===== src/rtl/solar_pkg.sv =====
// Shared types and constants for the solar tracker scan sequencer.
package solar_pkg;

  localparam int unsigned DATA_W = 8;
  localparam int unsigned CHAN_W = 2;

  localparam logic [DATA_W-1:0] TH_DEFAULT = 8'd10;

  localparam logic [CHAN_W-1:0] CH_N = 2'd0;
  localparam logic [CHAN_W-1:0] CH_E = 2'd1;
  localparam logic [CHAN_W-1:0] CH_S = 2'd2;
  localparam logic [CHAN_W-1:0] CH_W = 2'd3;

  typedef enum logic [2:0] {
    ST_IDLE,
    ST_REQ,
    ST_WAIT,
    ST_STORE,
    ST_EVAL
  } scan_state_e;

  typedef enum logic [2:0] {
    DIR_NONE,
    DIR_N,
    DIR_E,
    DIR_S,
    DIR_W
  } dir_e;

  typedef struct packed {
    logic [DATA_W-1:0] n;
    logic [DATA_W-1:0] e;
    logic [DATA_W-1:0] s;
    logic [DATA_W-1:0] w;
  } readings_t;

  // Motor enable vector ordered {w, s, e, n}; at most one bit set.
  function automatic logic [3:0] dir_onehot(input dir_e d);
    logic [3:0] oh;
    oh = 4'b0000;
    case (d)
      DIR_N:   oh = 4'b0001;
      DIR_E:   oh = 4'b0010;
      DIR_S:   oh = 4'b0100;
      DIR_W:   oh = 4'b1000;
      default: oh = 4'b0000;
    endcase
    return oh;
  endfunction

endpackage


===== src/rtl/solar_scan_ctrl_if.sv =====
// ADC start/done handshake between the scan controller and the converter.
interface solar_scan_ctrl_if;
  import solar_pkg::*;

  logic              adc_start;
  logic [CHAN_W-1:0] adc_ch;
  logic              adc_done;
  logic [DATA_W-1:0] adc_data;

  modport master (output adc_start, output adc_ch, input adc_done, input adc_data);
  modport slave  (input adc_start, input adc_ch, output adc_done, output adc_data);
endinterface


===== src/rtl/solar_dir_eval.sv =====
// Combinational motor-direction decision: threshold start from rest, hysteresis stop.
module solar_dir_eval
  import solar_pkg::*;
(
  input  readings_t         rd,
  input  dir_e              dir,
  input  logic [DATA_W-1:0] th,
  output dir_e              next_dir_c
);

  // Zero-extended so sensor + threshold can never wrap.
  logic [DATA_W:0] n9, e9, s9, w9, th9;

  always_comb begin
    n9  = {1'b0, rd.n};
    e9  = {1'b0, rd.e};
    s9  = {1'b0, rd.s};
    w9  = {1'b0, rd.w};
    th9 = {1'b0, th};
    next_dir_c = dir;
    case (dir)
      DIR_NONE: begin
        if (n9 > s9 + th9)      next_dir_c = DIR_N;
        else if (e9 > w9 + th9) next_dir_c = DIR_E;
        else if (s9 > n9 + th9) next_dir_c = DIR_S;
        else if (w9 > e9 + th9) next_dir_c = DIR_W;
      end
      DIR_N:   if (n9 <= s9) next_dir_c = DIR_NONE;
      DIR_E:   if (e9 <= w9) next_dir_c = DIR_NONE;
      DIR_S:   if (s9 <= n9) next_dir_c = DIR_NONE;
      DIR_W:   if (w9 <= e9) next_dir_c = DIR_NONE;
      default: next_dir_c = DIR_NONE;
    endcase
  end

endmodule


===== src/rtl/solar_scan_ctrl.sv =====
// Four-sensor ADC scan sequencer with single-motor scheduling, run-time limit and sticky fault.
module solar_scan_ctrl
  import solar_pkg::*;
#(
  parameter logic [DATA_W-1:0] TH       = TH_DEFAULT,
  parameter int unsigned       SCAN_DIV = 1000,
  parameter int unsigned       ADC_TO   = 255,
  parameter int unsigned       MOVE_MAX = 50000
) (
  input  logic                     clk,
  input  logic                     rst,
  solar_scan_ctrl_if.master        adc,
  output logic [DATA_W-1:0]        lsn,
  output logic [DATA_W-1:0]        lse,
  output logic [DATA_W-1:0]        lss,
  output logic [DATA_W-1:0]        lsw,
  output logic                     sample_valid,
  output logic                     mn,
  output logic                     me,
  output logic                     ms,
  output logic                     mw,
  output logic                     fault
);

  localparam int unsigned TMR_W  = $clog2(SCAN_DIV + 1);
  localparam int unsigned WAIT_W = $clog2(ADC_TO + 1);
  localparam int unsigned MOVE_W = $clog2(MOVE_MAX + 1);

  scan_state_e       state_q, state_d;
  logic [TMR_W-1:0]  timer_q, timer_d;
  logic [WAIT_W-1:0] wait_q, wait_d;
  logic [MOVE_W-1:0] move_q, move_d;
  logic [CHAN_W-1:0] ch_q, ch_d;
  readings_t         rd_q, rd_d;
  dir_e              dir_q, dir_d;
  logic [3:0]        mot_q, mot_d;
  logic              start_q, start_d;
  logic              sv_q, sv_d;
  logic              fault_q, fault_d;
  dir_e              eval_dir_c;

  solar_dir_eval u_dir_eval (
    .rd         (rd_q),
    .dir        (dir_q),
    .th         (TH),
    .next_dir_c (eval_dir_c)
  );

  always_comb begin
    state_d = state_q;
    timer_d = timer_q;
    wait_d  = wait_q;
    ch_d    = ch_q;
    rd_d    = rd_q;
    dir_d   = dir_q;
    fault_d = fault_q;
    start_d = 1'b0;
    sv_d    = 1'b0;

    case (state_q)
      ST_IDLE: begin
        if (timer_q == TMR_W'(SCAN_DIV - 1)) begin
          timer_d = '0;
          ch_d    = CH_N;
          start_d = 1'b1;
          state_d = ST_REQ;
        end else begin
          timer_d = timer_q + TMR_W'(1);
        end
      end
      ST_REQ: begin
        wait_d  = '0;
        state_d = ST_WAIT;
      end
      ST_WAIT: begin
        if (adc.adc_done) begin
          case (ch_q)
            CH_N:    rd_d.n = adc.adc_data;
            CH_E:    rd_d.e = adc.adc_data;
            CH_S:    rd_d.s = adc.adc_data;
            default: rd_d.w = adc.adc_data;
          endcase
          state_d = ST_STORE;
        end else if (wait_q == WAIT_W'(ADC_TO - 1)) begin
          // Converter never answered: keep what was stored, drop the scan.
          fault_d = 1'b1;
          dir_d   = DIR_NONE;
          state_d = ST_IDLE;
        end else begin
          wait_d = wait_q + WAIT_W'(1);
        end
      end
      ST_STORE: begin
        if (ch_q == CH_W) begin
          state_d = ST_EVAL;
        end else begin
          ch_d    = ch_q + CHAN_W'(1);
          start_d = 1'b1;
          state_d = ST_REQ;
        end
      end
      ST_EVAL: begin
        sv_d    = 1'b1;
        dir_d   = fault_q ? DIR_NONE : eval_dir_c;
        state_d = ST_IDLE;
      end
      default: state_d = ST_IDLE;
    endcase

    // Run-time limit wins over any same-cycle evaluation result.
    if ((dir_q != DIR_NONE) && (move_q == MOVE_W'(MOVE_MAX - 1))) begin
      dir_d   = DIR_NONE;
      fault_d = 1'b1;
    end

    move_d = ((dir_d != dir_q) || (dir_q == DIR_NONE)) ? '0 : move_q + MOVE_W'(1);
    mot_d  = dir_onehot(dir_d);
  end

  always_ff @(posedge clk) begin
    if (rst) begin
      state_q <= ST_IDLE;
      timer_q <= '0;
      wait_q  <= '0;
      move_q  <= '0;
      ch_q    <= CH_N;
      rd_q    <= '0;
      dir_q   <= DIR_NONE;
      mot_q   <= '0;
      start_q <= 1'b0;
      sv_q    <= 1'b0;
      fault_q <= 1'b0;
    end else begin
      state_q <= state_d;
      timer_q <= timer_d;
      wait_q  <= wait_d;
      move_q  <= move_d;
      ch_q    <= ch_d;
      rd_q    <= rd_d;
      dir_q   <= dir_d;
      mot_q   <= mot_d;
      start_q <= start_d;
      sv_q    <= sv_d;
      fault_q <= fault_d;
    end
  end

  assign adc.adc_start = start_q;
  assign adc.adc_ch    = ch_q;
  assign lsn           = rd_q.n;
  assign lse           = rd_q.e;
  assign lss           = rd_q.s;
  assign lsw           = rd_q.w;
  assign sample_valid  = sv_q;
  assign mn            = mot_q[0];
  assign me            = mot_q[1];
  assign ms            = mot_q[2];
  assign mw            = mot_q[3];
  assign fault         = fault_q;

endmodule


===== src/flat_wrapper.sv =====
// flat-port wrapper written by rule: the top's interface ports become plain ports
module solar_scan_ctrl_flat import solar_pkg::*;
#(
  parameter logic [DATA_W-1:0] TH       = TH_DEFAULT,
  parameter int unsigned       SCAN_DIV = 1000,
  parameter int unsigned       ADC_TO   = 255,
  parameter int unsigned       MOVE_MAX = 50000
)
  (clk, rst, lsn, lse, lss, lsw, sample_valid, mn, me, ms, mw, fault, adc_adc_start, adc_adc_ch, adc_adc_done, adc_adc_data);
  solar_scan_ctrl_if adc_i ();
  input  logic clk;
  input  logic rst;
  output logic [DATA_W-1:0] lsn;
  output logic [DATA_W-1:0] lse;
  output logic [DATA_W-1:0] lss;
  output logic [DATA_W-1:0] lsw;
  output logic sample_valid;
  output logic mn;
  output logic me;
  output logic ms;
  output logic mw;
  output logic fault;
  output wire logic [$bits(adc_i.adc_start)-1:0] adc_adc_start;
  output wire logic [$bits(adc_i.adc_ch)-1:0] adc_adc_ch;
  input wire logic [$bits(adc_i.adc_done)-1:0] adc_adc_done;
  input wire logic [$bits(adc_i.adc_data)-1:0] adc_adc_data;
  assign adc_adc_start = adc_i.adc_start;
  assign adc_adc_ch = adc_i.adc_ch;
  assign adc_i.adc_done = adc_adc_done;
  assign adc_i.adc_data = adc_adc_data;
  solar_scan_ctrl #(.TH(TH), .SCAN_DIV(SCAN_DIV), .ADC_TO(ADC_TO), .MOVE_MAX(MOVE_MAX)) u_core (.clk(clk), .rst(rst), .adc(adc_i), .lsn(lsn), .lse(lse), .lss(lss), .lsw(lsw), .sample_valid(sample_valid), .mn(mn), .me(me), .ms(ms), .mw(mw), .fault(fault));
endmodule

===== config.mk =====
export PLATFORM = sky130hd
export DESIGN_NAME = solar_scan_ctrl_flat
export DESIGN_NICKNAME = d
export VERILOG_FILES = /design/src/rtl/solar_pkg.sv /design/src/rtl/solar_scan_ctrl_if.sv /design/src/rtl/solar_dir_eval.sv /design/src/rtl/solar_scan_ctrl.sv /design/src/flat_wrapper.sv
export SDC_FILE = /design/constraint.sdc
export NUM_CORES = 1
export LEC_CHECK = 0
export BUFFER_PORTS_ARGS = -buffer_cell sky130_fd_sc_hd__buf_2
export CAP_MARGIN = 10
export CELL_PAD_IN_SITES_DETAIL_PLACEMENT = 2
export CELL_PAD_IN_SITES_GLOBAL_PLACEMENT = 2
export CORE_ASPECT_RATIO = 1.1
export CORE_UTILIZATION = 40
export CTS_BUF_LIST = sky130_fd_sc_hd__clkbuf_8
export DETAILED_ROUTE_END_ITERATION = 12
export PLACE_DENSITY_LB_ADDON = 0.1
export SYNTH_ARGS = -nofsm -noshare
export SYNTH_HDL_FRONTEND = slang
export SYNTH_SLANG_ARGS = --single-unit

===== constraint.sdc =====
create_clock -name clk -period 7.4 [get_ports clk]
set_input_delay 0.74 -clock clk [delete_from_list [all_inputs] [get_ports clk]]
set_output_delay 0.74 -clock clk [all_outputs]
set_load 0.005 [all_outputs]

Word level (Yosys, flattened, before mapping). Index checks and enable logic that the tools add are counted. Widths: inputs -> output; s select.

Word-level logic and storage cells: 111. Bits of input ports: 11. Register bits after elaboration: 81. Output and inout port bits: 41.

Bitwise logic cells: 1. Order comparisons: 8. Multiplexer cells: 35. Add/subtract/negate cells: 8. Equal/unequal tests: 25. Reductions and logical operators: 20.

Operator list (count): $mux 3 (16); $add 8x4->9 const B (4); $gt 8x9->1 (4); $le 8x8->1 (4); $reduce_and 3->1 (7); $eq 3x2->1 const B (6); $add 16x1->16 const B (1); $eq 16x16->1 const B (1); $mux 8 (2); $pmux 4 s4 (1); $pmux 8 s2 (1); $pmux 3 s5 (1); $pmux 3 s4 (1); $add 10x1->10 const B (1); $eq 10x10->1 const B (1); $mux 10 (1); $eq 3x1->1 const B (3); $eq 3x3->1 const B (3); $add 8x1->8 const B (1); $eq 8x8->1 const B (1); $reduce_bool 2->1 (4); $mux 1 (7); $logic_not 3->1 (2); $ne 2x2->1 const B (3); other kinds (18) (21).

Depth between registers and ports, before layout.
Word-level depth: 13. Gate-level depth with buffers: 13. Depth with buffers taken out: 12.

Modules after synthesis. Synthesis repeated with hierarchy kept, for this count alone.

Cell total of the unflattened synthesis: 712. Area total of the unflattened synthesis: 6059.6 µm².

Modules (own cells, without submodules): solar_scan_ctrl (area each 3643.5 µm², times used 1, cells each 415, sequential area each 1621.6 µm²); solar_dir_eval (area each 2416.1 µm², times used 1, cells each 297, sequential area each 0.0 µm²).

Worst setup path before layout. No wires, ideal clock.

Path type: register -> register. Start: register u_core.rd_q (netlist bit u_core.lss[1]). End: register u_core.move_q[10]. Arrival time: 2.411 ns. Path buffers: 1. Period minus slack after synthesis: 2.549 ns. Setup time: 0.138 ns. Required time: 7.262 ns. Stages on the path, launching flop included: 13. Slack: 4.851 ns. Path through: dfxtp_1 ha_1 o21ai_0 xor2_1 ha_1 o21ai_0 o22ai_1 o31ai_1 a21oi_1 o21bai_1 o2bb2ai_2 buf_6 nor3_2.

Word-level cells in the longest chain between the ends: 11. Elaborated cells between the ends (all ways): 17. Those cells by class: add/sub (1); order compare (4); eq/ne (1); mux (9); reduce/logical (2).

RTL lines: start: declaration (RTL line solar_scan_ctrl.sv:34) `readings_t rd_q, rd_d;`; start signal: assignment (RTL line solar_scan_ctrl.sv:139) `rd_q <= rd_d;`; parallel branches: the longest is 4 deep, another holds $add 8x4->9; $pmux 3 s5 * (RTL line solar_dir_eval.sv:21) `case (dir)`; $mux 3 * (RTL line solar_scan_ctrl.sv:104) `dir_d = fault_q ? DIR_NONE : eval_dir_c;`; $pmux 3 s2 * (RTL line solar_scan_ctrl.sv:60) `case (state_q)`; $mux 3 * (RTL line solar_scan_ctrl.sv:111) `if ((dir_q != DIR_NONE) && (move_q == MOVE_W'(MOVE_MAX - 1))) begin`; $ne 3x3->1 * (RTL line solar_scan_ctrl.sv:116) `move_d = ((dir_d != dir_q) || (dir_q == DIR_NONE)) ? '0 : move_q + MOVE_W'(1);`; $logic_or 1x1->1 * (RTL line solar_scan_ctrl.sv:116); $reduce_or 2->1 (no source line) *; end signal: assignment (RTL line solar_scan_ctrl.sv:137) `move_q <= move_d;`; end: declaration (RTL line solar_scan_ctrl.sv:32) `logic [MOVE_W-1:0] move_q, move_d;`.

Mark *: on every way between the ends. A chain may end at the register's enable or synchronous reset.

Final worst setup path.
Start: register u_core.rd_q (netlist bit u_core.lsw[3]). End: register u_core.mot_q[3].

Word-level cells in the longest chain between the ends: 11. Elaborated cells between the ends (all ways): 20. Those cells by class: add/sub (1); order compare (4); eq/ne (4); mux (11).

RTL lines: parallel branches: the longest is 5 deep, another holds $add 8x4->9; $pmux 3 s5 * (RTL line solar_dir_eval.sv:21); $mux 3 * (RTL line solar_scan_ctrl.sv:104); $pmux 3 s2 * (RTL line solar_scan_ctrl.sv:60); $mux 3 * (RTL line solar_scan_ctrl.sv:111); $eq 3x3->1 (tied with other cells) (RTL line solar_pkg.sv:41) `case (d)`; $pmux 4 s4 * (RTL line solar_pkg.sv:41); end signal: assignment (RTL line solar_scan_ctrl.sv:141) `mot_q <= mot_d;`; end: declaration (RTL line solar_scan_ctrl.sv:36) `logic [3:0] mot_q, mot_d;`.

Marks and branches as above.

==> metrics.log <==
[metrics] capture point of the worst reg-to-reg path: u_core.mot_q[3]$_SDFF_PP0_
[metrics] number of placement rows: 42
[metrics] Longest Clk Path Bufs: 2
[metrics] launching element of the worst setup path: u_core.lsw[3]$_SDFFE_PP0P_
[metrics] compound-gate portion of the synthesized area: about 15%
[metrics] antenna cells: 0
[metrics] Final Util: 45.7%
[metrics] leakage power of the design: 2.17 nW
[metrics] Multi-input gate area: between 3000 and 4000 sq um
[metrics] maximum clock rate: 294 MHz
[metrics] Seq/Total Area, Yosys: 32.9%
[metrics] critical-path cell with the highest stage delay: dfxtp_1
[metrics] Fin. Hold Viols: 0
[metrics] clock buffers created by TritonCTS: 9
[metrics] synthesized-area fraction occupied by adder cells: 14.5%
[metrics] clock share of power: 40.7%
[metrics] combinational family with the most area after synthesis: simple AND/OR/NAND/NOR gates
[metrics] Post-CTS Setup Bufs: 0
[metrics] routability congestion estimate from global placement: 0.808
[metrics] area of the die: roughly 13,000 sq um
[metrics] CTS tree: yes
[metrics] unrepaired setup endpoints after global routing: no
[metrics] total power after layout: 0.766 mW
[metrics] final setup TNS: 0 ns
[metrics] Seq. cell area: 1620 sq um
[metrics] maximum single-stage delay on the critical path: 0.52 ns
[metrics] source of the worst register-to-register timing path: u_core.lsw[3]$_SDFFE_PP0P_
[metrics] Post-DRT Antenna Nets: 0
[metrics] net switching component of the power: 0.193 mW
[metrics] Min Clock Period, post-route: approximately 3.4 ns
[metrics] post-detailed-routing wire length: 15.2 mm
[metrics] Final Non-Filler Cells: about 800
[metrics] global-route wire length before repair: 24.9 mm
[metrics] drt wl/cell: 19.0 um
[metrics] synthesized-area fraction occupied by xor and xnor cells: 8.17%
[metrics] worst path bufs/invs: 0
[metrics] slew at the pin closest to its max-slew limit: 0.949 ns
[metrics] Async S/R FF share, synth: 0%
[metrics] clock tree root buffer cell: clkbuf_8
[metrics] pin count of the biggest net entering global routing: 51
[metrics] Worst Setup Start Kind: flop
[metrics] Setup crit end: u_core.mot_q[3]$_SDFF_PP0_
[metrics] peak supply drop: 0.107 mV
[metrics] cell-internal power: 0.573 mW
[metrics] sequence of cells on the critical path: a21o_1 -> nand3_1 -> xor2_1 -> ha_1 -> a211oi_1 -> o21ai_0 -> o211ai_1 -> a21boi_1 -> o2111ai_1 -> o31a_1 -> nor3_1 -> and3b_1
[metrics] worst slack, placed: 4.03 ns
[metrics] average vias per placed instance: 5.65
[metrics] number of sinks handled by clock tree synthesis: 81
[metrics] ys flop type: dfxtp_1
[metrics] number of cells produced by synthesis: approximately 590
[metrics] starting density of the core: 41.0%
[metrics] simple-gate area share of the yosys netlist: 25.1%
[metrics] warning count from the yosys run: 0
[metrics] register-to-register setup slack: 4.00 ns
[metrics] H-tree levels: 3
[metrics] Setup WS post-layout: about 4 ns
[metrics] flip-flop and latch count after synthesis: about 80
[metrics] Layout fillers: 1,395
[metrics] cell type group with the largest total delay on the critical path: compound AO/OA/AOI/OAI gates
[metrics] core area: 12,000 sq um
[metrics] largest cells by area after synthesis: dfxtp_1, ha_1, a21oi_1, nand2_1, nand3_1
[metrics] required time of the critical path: around 7.7 ns
[metrics] count of cell instances traversed by the critical path: 12
[metrics] I/O pin count: 52
[metrics] ratio of cells with drive above 1 in the final layout: 13.7%
[metrics] Crit Path Category: reg2reg
[metrics] number of optimization iterations in the first detailed-route pass: 5
[metrics] dpl cells: 782
[metrics] number of maximum-capacitance constraint violations: 0
[metrics] number of library cell types mapped by synthesis: 62
[metrics] Worst R2R Path Depth: 12
[metrics] number of synthesized flops with an enable pin: 0
[metrics] remaining design rule violation count: 0
[metrics] floorplan die width: 108 um
[metrics] Post-CTS Hold Fix Bufs: 0
[metrics] final hold slack: approximately 0.48 ns
[metrics] area leader, netlist: dfxtp_1
[metrics] type of destination of the critical path: flop
[metrics] count of input and output buffers: 51
[metrics] Tot GR Track Use: 25.2%
[metrics] total non-filler cell area in the finished layout: 5490 sq um
[metrics] classification of the worst-slack hold path: reg2reg
[metrics] status: completed
[metrics] crit share post-route: a little under half
[metrics] placed cell areas: 5310 sq um
[metrics] clock latency at the later pin of the worst-skew pair: approximately 0.38 ns
[metrics] total nets after synthesis: 662
[metrics] power density of the placed cells: 139 nW/um^2
[metrics] mux cell area share after synthesis: 0.406%
[metrics] Area Growth Syn to Fin: 11.4%
[metrics] Worst EP arrival: about 3.7 ns
[metrics] net switching share of the total power: 25.2%
[metrics] synthesized area divided by synthesized cell count: 8.30 sq um
[metrics] clock transition at the registers of the reported paths: ~0.09 ns
[metrics] area share of the largest cell type after synthesis: between 30 and 40%
[metrics] via count of the routed design: 4,510
[metrics] total number of nets in the final design: between 700 and 800
[metrics] initial detailed-routing violation count: 190
[metrics] Post-Syn Area: 4930 sq um
[metrics] power share of the sequential group: ~57%
[metrics] post-CTS sizing: 0
[metrics] Setup Skew: 0.0100 ns
[metrics] share of total power in combinational logic: 2.1%
[metrics] number of global-route vias before repair: roughly 5,000
[metrics] global-route congestion overflow total: 0
[metrics] post-detailed-placement half-perimeter wirelength: 11.4 mm
[metrics] number of setup violations in the final report: 0
[metrics] worst rel slew slack: 36.7%
[metrics] antenna violations before repair: 0
[metrics] Die Y-Extent: 118 um
[metrics] CP Max Fanout: 8
[metrics] final count of pins violating max slew: 0
[layer usage]
metal / track usage, % / share of wire [%]
met4: 10.7 / 2.1
met2: 43.5 / 50
met1: 29.9 / 44
met3: 4.91 / 3.7
met5: 0 / 0
[layout make-up]
class / instances / share of cell area (%)
inverter: 32 / 2.19
sequential: 81 / 29.5
clock inverter: 6 / 0.774
clock buffer: 10 / 2.51
timing repair buffer: 52 / 4.78
multi-input combinational: 463 / 56.7
tap: 154 / 3.51
[worst min-delay path by stage]
stage | startpoint | end | slack [ns] | cells after the start
finish | u_core.timer_q[1]$_SDFFE_PP0P_ | u_core.timer_q[1]$_SDFFE_PP0P_ | 0.48 | 2
floorplan | u_core.move_q[0]$_SDFF_PP0_ | u_core.move_q[0]$_SDFF_PP0_ | 0.44 | 1
global route | u_core.timer_q[1]$_SDFFE_PP0P_ | u_core.timer_q[1]$_SDFFE_PP0P_ | 0.51 | 2
detailed placement | u_core.timer_q[1]$_SDFFE_PP0P_ | u_core.timer_q[1]$_SDFFE_PP0P_ | 0.47 | 2
CTS | u_core.timer_q[1]$_SDFFE_PP0P_ | u_core.timer_q[1]$_SDFFE_PP0P_ | 0.48 | 2
global placement | u_core.timer_q[1]$_SDFFE_PP0P_ | u_core.timer_q[1]$_SDFFE_PP0P_ | 0.45 | 2
[cells in the final DEF, fill, tap and decap left out, types with 15 or more instances in the layout]
master    n
dfxtp_1  81
nand2_1  61
a21oi_1  61
ha_1     57
buf_2    51
nor2_1   45
nand3_1  45
inv_1    32
xor2_1   25
xnor2_1  21
o21ai_0  19
nor3_1   16
nand4_1  15
[synthesized netlist by cell type, types with 2 or more instances]
master and n:
or3_1 3, nand2b_1 2, o2111ai_1 5, o31ai_1 4, nor3_1 16, o22ai_1 4, nand4_1 15, nand3b_1 3
o21bai_1 3, nor2b_1 4, a211oi_1 4, a21oi_1 61, clkbuf_1 15, nor4b_1 2, dfxtp_1 81, o31a_1 2
nand3_1 45, ha_1 57, nor3_2 10, o21ai_0 19, and2_1 2, mux2i_1 2, xnor2_1 21, nand2_1 61
xor2_1 25, nand4b_1 4, and3_1 7, nor3b_1 3, a21o_1 4, inv_1 31, nor4_1 2, o211ai_1 2
nor2_1 46
[state kept, by name (all words and copies together), names as in the netlist]
register,flops
u_core.lsn,8
u_core.adc.adc_ch,2
u_core.adc.adc_start,1
u_core.mot_q,4
u_core.wait_q,8
u_core.lsw,8
u_core.move_q,16
u_core.dir_q,3
u_core.state_q,3
u_core.lss,8
u_core.lse,8
u_core.sample_valid,1
u_core.timer_q,10
u_core.fault,1
[power groups by stage]
stage	sequential (mW)	combinational, mW	clock (mW)
2_1_floorplan	0.448	0.00793	0
3_3_place_gp	0.448	0.0152	0
3_5_place_dp	0.449	0.0160	0
4_1_cts	0.438	0.0163	0.320
5_1_grt	0.439	0.0179	0.337
6_report	0.438	0.0158	0.312
[cells by family after synthesis]
group | Yosys count
adders and majority gates | 57
AOI/OAI and AO/OA | 121
and+or+nand+nor | 237
xor gates and xnor gates | 46
buffers and inverters | 50
DFF | 81
muxes | 2
[tightest hold or removal path, cell delays in order, from the launching register on]
cell	delay (ns)
dfxtp_1	0.33
nand2_1	0.06
a21oi_1	0.05
Power figures use the tool's default switching activity.
